===== src/rtl/uart_byte_receiver.sv =====
// Purpose : 8N1 UART receiver (16x oversampling) feeding a first-word-fall-through byte FIFO.
// Latency : a byte appears at rd_data one clk after its stop-bit sample; rd_data has no read latency.
// Backpr. : none on the serial side; a byte arriving while the FIFO is full (and not popped) is dropped and flagged by overrun.
//
// Ports:
//   clk, rst_n         system clock, asynchronous active-low reset (release synchronized internally)
//   rx                 asynchronous serial input, idle high, LSB first
//   rd_en              pop request for the FIFO head (ignored when empty)
//   clr_err            clears frame_err / overrun (a same-cycle set wins)
//   rd_data            FIFO head byte, valid while empty=0
//   empty, full, count FIFO occupancy
//   rx_busy            receive FSM is not IDLE
//   frame_err, overrun sticky error flags
module uart_byte_receiver #(
  parameter int CLK_FREQ = 100000000,
  parameter int BAUD     = 9600,
  parameter int DEPTH    = 4
) (
  input  logic                   clk,
  input  logic                   rst_n,
  input  logic                   rx,
  input  logic                   rd_en,
  input  logic                   clr_err,
  output logic [7:0]             rd_data,
  output logic                   empty,
  output logic                   full,
  output logic [$clog2(DEPTH):0] count,
  output logic                   rx_busy,
  output logic                   frame_err,
  output logic                   overrun
);

  localparam int DIV = CLK_FREQ / (BAUD * 16);
  localparam int TW  = (DIV > 1) ? $clog2(DIV) : 1;
  localparam int AW  = $clog2(DEPTH);
  localparam int CW  = AW + 1;

  localparam logic [TW-1:0] TICK_LAST = TW'(DIV - 1);
  localparam logic [CW-1:0] FULL_CNT  = CW'(DEPTH);

  typedef enum logic [2:0] {
    IDLE,
    START,
    DATA,
    STOP,
    WAIT_IDLE
  } state_t;

  // ---------------------------------------------------------------------------
  // Reset: assert asynchronously, release on a clk edge so no flop sees the
  // release edge of rst_n itself.
  // ---------------------------------------------------------------------------
  logic [1:0] r_rst_pipe;
  logic       w_rst_n;

  always_ff @(posedge clk or negedge rst_n) begin
    if (!rst_n) r_rst_pipe <= 2'b00;
    else        r_rst_pipe <= {r_rst_pipe[0], 1'b1};
  end

  assign w_rst_n = r_rst_pipe[1];

  // ---------------------------------------------------------------------------
  // rx synchronizer. r_sync_vld marks when r_rx_sync holds a real line sample
  // rather than its reset value; r_armed then blocks start detection until the
  // line has been seen high, so a frame cut by reset is never picked up midway.
  // ---------------------------------------------------------------------------
  logic       r_rx_meta;
  logic       r_rx_sync;
  logic [1:0] r_sync_vld;
  logic       r_armed;

  always_ff @(posedge clk or negedge w_rst_n) begin
    if (!w_rst_n) begin
      r_rx_meta  <= 1'b1;
      r_rx_sync  <= 1'b1;
      r_sync_vld <= 2'b00;
      r_armed    <= 1'b0;
    end else begin
      r_rx_meta  <= rx;
      r_rx_sync  <= r_rx_meta;
      r_sync_vld <= {r_sync_vld[0], 1'b1};
      if (r_sync_vld[1] && r_rx_sync) r_armed <= 1'b1;
    end
  end

  // ---------------------------------------------------------------------------
  // Receive FSM
  // ---------------------------------------------------------------------------
  state_t        r_state;
  state_t        w_state_nxt;
  logic [TW-1:0] r_tick_cnt;
  logic [3:0]    r_os_cnt;     // ticks seen in the current bit
  logic [2:0]    r_bit_idx;
  logic [7:0]    r_shift;
  logic          w_tick;
  logic          w_start_entry;
  logic          w_os_clr;
  logic          w_sample;
  logic          w_byte_ok;
  logic          w_ferr_set;

  assign w_tick = (r_tick_cnt == TICK_LAST);

  always_ff @(posedge clk or negedge w_rst_n) begin
    if (!w_rst_n) r_state <= IDLE;
    else          r_state <= w_state_nxt;
  end

  always_comb begin
    w_state_nxt   = r_state;
    w_start_entry = 1'b0;
    w_os_clr      = 1'b0;
    w_sample      = 1'b0;
    w_byte_ok     = 1'b0;
    w_ferr_set    = 1'b0;
    case (r_state)
      IDLE: begin
        if (r_armed && !r_rx_sync) begin
          w_state_nxt   = START;
          w_start_entry = 1'b1;
        end
      end
      START: begin
        // Mid-point of the start bit: still low means a real frame.
        if (w_tick && (r_os_cnt == 4'd7)) begin
          w_os_clr    = 1'b1;
          w_state_nxt = r_rx_sync ? IDLE : DATA;
        end
      end
      DATA: begin
        if (w_tick && (r_os_cnt == 4'd15)) begin
          w_sample = 1'b1;
          if (r_bit_idx == 3'd7) w_state_nxt = STOP;
        end
      end
      STOP: begin
        if (w_tick && (r_os_cnt == 4'd15)) begin
          if (r_rx_sync) begin
            w_byte_ok   = 1'b1;
            w_state_nxt = IDLE;
          end else begin
            w_ferr_set  = 1'b1;
            w_state_nxt = WAIT_IDLE;
          end
        end
      end
      WAIT_IDLE: begin
        if (r_rx_sync) w_state_nxt = IDLE;
      end
      default: w_state_nxt = IDLE;
    endcase
  end

  // Tick generator and bit-timing counters. The oversample counter wraps
  // 15 -> 0 by itself in DATA/STOP, so only START entry and the start-bit
  // decision need an explicit clear.
  always_ff @(posedge clk or negedge w_rst_n) begin
    if (!w_rst_n) begin
      r_tick_cnt <= '0;
      r_os_cnt   <= 4'd0;
      r_bit_idx  <= 3'd0;
      r_shift    <= 8'h00;
    end else begin
      if (w_start_entry || w_tick) r_tick_cnt <= '0;
      else                         r_tick_cnt <= r_tick_cnt + 1'b1;

      if (w_start_entry || w_os_clr) r_os_cnt <= 4'd0;
      else if (w_tick)               r_os_cnt <= r_os_cnt + 4'd1;

      if (w_start_entry)  r_bit_idx <= 3'd0;
      else if (w_sample)  r_bit_idx <= r_bit_idx + 3'd1;

      if (w_sample) r_shift[r_bit_idx] <= r_rx_sync;
    end
  end

  assign rx_busy = (r_state != IDLE);

  // ---------------------------------------------------------------------------
  // FIFO. The push happens one clk after the stop sample; r_shift is stable
  // until the next frame's first data sample, so it is written directly.
  // ---------------------------------------------------------------------------
  logic          r_push_pend;
  logic [7:0]    r_mem [DEPTH];
  logic [AW-1:0] r_wr_ptr;
  logic [AW-1:0] r_rd_ptr;
  logic [CW-1:0] r_count;
  logic          w_full;
  logic          w_pop;
  logic          w_wr_en;
  logic          w_ovr_set;

  assign w_full    = (r_count == FULL_CNT);
  assign w_pop     = rd_en && (r_count != '0);
  // A pop in the same cycle frees the head slot, so a full FIFO still accepts.
  assign w_wr_en   = r_push_pend && (!w_full || w_pop);
  assign w_ovr_set = r_push_pend && w_full && !w_pop;

  always_ff @(posedge clk or negedge w_rst_n) begin
    if (!w_rst_n) begin
      r_push_pend <= 1'b0;
      r_wr_ptr    <= '0;
      r_rd_ptr    <= '0;
      r_count     <= '0;
      for (int i = 0; i < DEPTH; i++) r_mem[i] <= 8'h00;
    end else begin
      r_push_pend <= w_byte_ok;
      if (w_wr_en) begin
        r_mem[r_wr_ptr] <= r_shift;
        r_wr_ptr        <= r_wr_ptr + 1'b1;
      end
      if (w_pop) r_rd_ptr <= r_rd_ptr + 1'b1;
      case ({w_wr_en, w_pop})
        2'b10:   r_count <= r_count + 1'b1;
        2'b01:   r_count <= r_count - 1'b1;
        default: r_count <= r_count;
      endcase
    end
  end

  assign rd_data = r_mem[r_rd_ptr];
  assign count   = r_count;
  assign empty   = (r_count == '0);
  assign full    = w_full;

  // Sticky error flags: a set in the same cycle as clr_err wins.
  always_ff @(posedge clk or negedge w_rst_n) begin
    if (!w_rst_n) begin
      frame_err <= 1'b0;
      overrun   <= 1'b0;
    end else begin
      if (w_ferr_set)   frame_err <= 1'b1;
      else if (clr_err) frame_err <= 1'b0;
      if (w_ovr_set)    overrun   <= 1'b1;
      else if (clr_err) overrun   <= 1'b0;
    end
  end

endmodule


===== config.mk =====
export PLATFORM = sky130hd
export DESIGN_NAME = uart_byte_receiver
export DESIGN_NICKNAME = d
export VERILOG_FILES = /design/src/rtl/uart_byte_receiver.sv
export SDC_FILE = /design/constraint.sdc
export NUM_CORES = 1
export LEC_CHECK = 0
export ABC_AREA = 1
export BUFFER_PORTS_ARGS = -buffer_cell sky130_fd_sc_hd__clkbuf_2
export CAP_MARGIN = 25
export CORE_MARGIN = 2
export CORE_UTILIZATION = 25
export DETAILED_ROUTE_END_ITERATION = 16
export PLACE_DENSITY = 0.44
export SYNTH_ARGS = -nofsm -noshare
export SYNTH_HDL_FRONTEND = slang
export SYNTH_SLANG_ARGS = --single-unit

===== constraint.sdc =====
create_clock -name clk -period 3.3 [get_ports clk]
set_input_delay 0 -clock clk [delete_from_list [all_inputs] [get_ports clk]]
set_output_delay 0 -clock clk [all_outputs]
set_load 0.01 [all_outputs]

==> impl_metrics.json <==
{
  "finalSetupViolCount": 0,
  "drive_above_1_share": 0.126,
  "rsz0062_at_grt": "false",
  "grt_max_degree": 33,
  "crit_family": "flip-flops",
  "min_period_over_period": 0.627,
  "p_leak_nw": 2.00,
  "synthArstFlopShare": 1.00,
  "arrival_ns": 2.07,
  "dr.pass1.iters": 4,
  "nFillCells": 1547,
  "outcome": "complete, no violations",
  "ys_types": 32,
  "max_cap_violations": 0,
  "crit_required_ns": 3.30,
  "pin_count": 21,
  "synthTopCellsByArea": "dfrtp_1 (51%), nand2_1 (9.2%), o21ai_0 (6.0%), inv_1 (4.1%), nor2_1 (4.1%)",
  "netlist.area_leader.share": 0.512,
  "cp_cell_sequence": "inv_1, o21ai_0, o22ai_1, clkbuf_2",
  "overflow": 0,
  "postRouteAntennaNets": 0,
  "cts_setup_buffers": 0,
  "cts_tree": "done",
  "mappedNetlistArea_mm2": 0.00366,
  "ys_warn_count": 0,
  "r2r-start": "count[1]",
  "final-max-slew-violation-count": 0,
  "place.gp.congestion": 0.801,
  "clkLatencyLatePin_ns": 0.34,
  "cp-startpoint": "r_rd_ptr[0]",
  "crit_path_max_fanout": 19,
  "drtIter0Drc": 149,
  "hold_violations": 0,
  "synth_flop_cell": "dfrtp_1",
  "wirelength_um": 7770,
  "multi_input_area_mm2": 0.00148,
  "clkSlewWorstSetupHoldPaths_ns": 0.06,
  "initial_core_util": 0.254,
  "syn_avg_cell_area_um2": 8.87,
  "grt_pass1_vias": 2678,
  "fin_nets": 457,
  "ys_ff_latch": 77,
  "cts_max_level": 3,
  "die_h_um": 125,
  "hold_path.class": "register to asynchronous set/reset pin",
  "dp_cells": 609,
  "tightest_slew_ns": 0.650,
  "rows": 44,
  "cp-end-kind": "output port",
  "routed_via_density": 4.34,
  "numCtsBuffers": 9,
  "cts_resized": 0,
  "irDropWorstVdd_mv": 0.270,
  "synth-edff-count": 0,
  "dieArea_mm2": 0.0156,
  "yosysTopAreaCell": "dfrtp_1",
  "port_buffers": 20,
  "grt_pass1_wl_um": 13700,
  "crit_type": "register to output port",
  "syn_to_final_growth_pct": 17.6,
  "slew_headroom": 0.566,
  "seq_area_mm2": 0.00193,
  "wl_per_cell_um": 12.4,
  "p_per_area_mw_per_mm2": 707,
  "cp_num_buf_inv": 2,
  "fin_worst_skew_ns": 0.00694,
  "hpwl_um": 5250,
  "tns_ns": 0,
  "start_kind": "register",
  "root_buffer": "clkbuf_16",
  "cts_num_sinks": 77,
  "drc_errors": 0,
  "grt_usage": 0.111,
  "cts_buffer_depth": 2,
  "fin_cells": 628,
  "seq_area_frac_synth": 0.526,
  "fmaxAchievable_mhz": 483,
  "die_w_um": 125,
  "antenna_found_initial": 0,
  "antenna_cells": 0,
  "coreArea_mm2": 0.0144,
  "vias": 2723,
  "synthCells": 413,
  "cp_slowest_stage_delay_ns": 0.75,
  "cpMaxStageDelayCell": "dfrtp_1",
  "fin_crit_ns": 2.07
}
routing by layer:
| layer | GRT usage | share of wire |
|---|---|---|
| met1 | 0.146 | 0.49 |
| met2 | 0.167 | 0.46 |
| met3 | 0.0342 | 0.030 |
| met4 | 0.0490 | 0.014 |
| met5 | 0 | 0 |
cell usage after synthesis, drive strengths merged (2+ instances only):
cell type	n
xor2	5
nand2	98
dfrtp	75
a21oi	7
nand4	15
clkbuf	2
buf	9
nor3	6
o21ai	61
dfstp	2
inv	43
nand3	21
nor2	44
ha	10
o2111ai	2
o22ai	8
kinds of logic (layout without fill, tap and decap cells):
logic type,after synthesis,after routing,share of synthesized area
DFF,77,77,0.526
adders and majority gates,11,11,0.0396
AOI/OAI and AO/OA,79,79,0.113
other,1,2,0.00102
xor gates and xnor gates,6,6,0.0143
and+or+nand+nor,184,184,0.234
buffers and inverters,55,85,0.0710
path summary, 6_finish.rpt:
| check | end | slack [ns] | depth (start not counted) |
|---|---|---|---|
| min in group clk | r_rx_meta | 0.30 | 2 |
| worst min-delay path | r_sync_vld[0] | 0.25 | 0 |
| worst max-delay path | rd_data[1] | 1.23 | 4 |
| worst min register to register | r_sync_vld[0] | 0.25 | 0 |
| worst max register to register | count[2] | 1.30 | 9 |
| max in group asynchronous | r_mem[2] | 2.23 | 1 |
layout make-up:
type,count,share of cell area
flip-flops and latches,77,0.448
multi-input cells,282,0.343
clock buffers,10,0.0555
well taps,184,0.0534
inverters,44,0.0389
repair buffers,27,0.0383
clock inverters,4,0.0226
where the power goes:
group	switching [mW]	internal [mW]
clock network	0.377	0.751
registers	0.150	1.03
logic	0.464	0.278
total	0.992	2.06
cell usage in the layout (no fill, tap or decap), types with 5 or more instances in the layout:
cell type,instances
xor2_1,5
nand2_4,5
nor3_1,5
nor2_1,40
ha_1,10
o22ai_1,8
nand3_1,21
a21oi_1,7
clkbuf_2,20
dlygate4sd3_1,5
o21ai_0,44
nand4_1,14
dfrtp_1,74
inv_1,40
nand2_1,90
clkbuf_16,9
o21ai_1,17
worst reg2reg max path: stages (launching register included):
cell     delay, ns
dfrtp_1       0.44
nor3_4        0.25
nand2_2       0.09
nand2_4       0.09
ha_1          0.14
inv_1         0.07
fa_1          0.38
a21oi_1       0.16
o21ai_0       0.12
xor2_1        0.15
timing repair:
action                     CTS  global route
hold endpoints to repair     5             0
hold buffers                 5             0
setup endpoints to repair    0             0
flip-flops by register name (all words and copies together), names as in the netlist, 3 cells and up:
| register | cells |
|---|---|
| count | 3 |
| r_bit_idx | 3 |
| r_mem | 32 |
| r_os_cnt | 4 |
| r_shift | 8 |
| r_state | 3 |
| r_tick_cnt | 10 |
stage by stage:
stage	area (um^2)	power [mW]	util	setup slack [ns]	hold slack, ns
floorplan	3670	1.68	-	1.00	-0.296
global placement	3920	1.94	0.272	1.35	-0.209
detailed placement	3920	1.94	0.272	1.31	-0.206
CTS	4310	3.11	0.299	1.16	0.280
global route	4310	3.27	0.299	0.937	0.287
finish	4310	3.05	0.299	1.23	0.251
No activity file was read; power rests on OpenSTA's default activity.
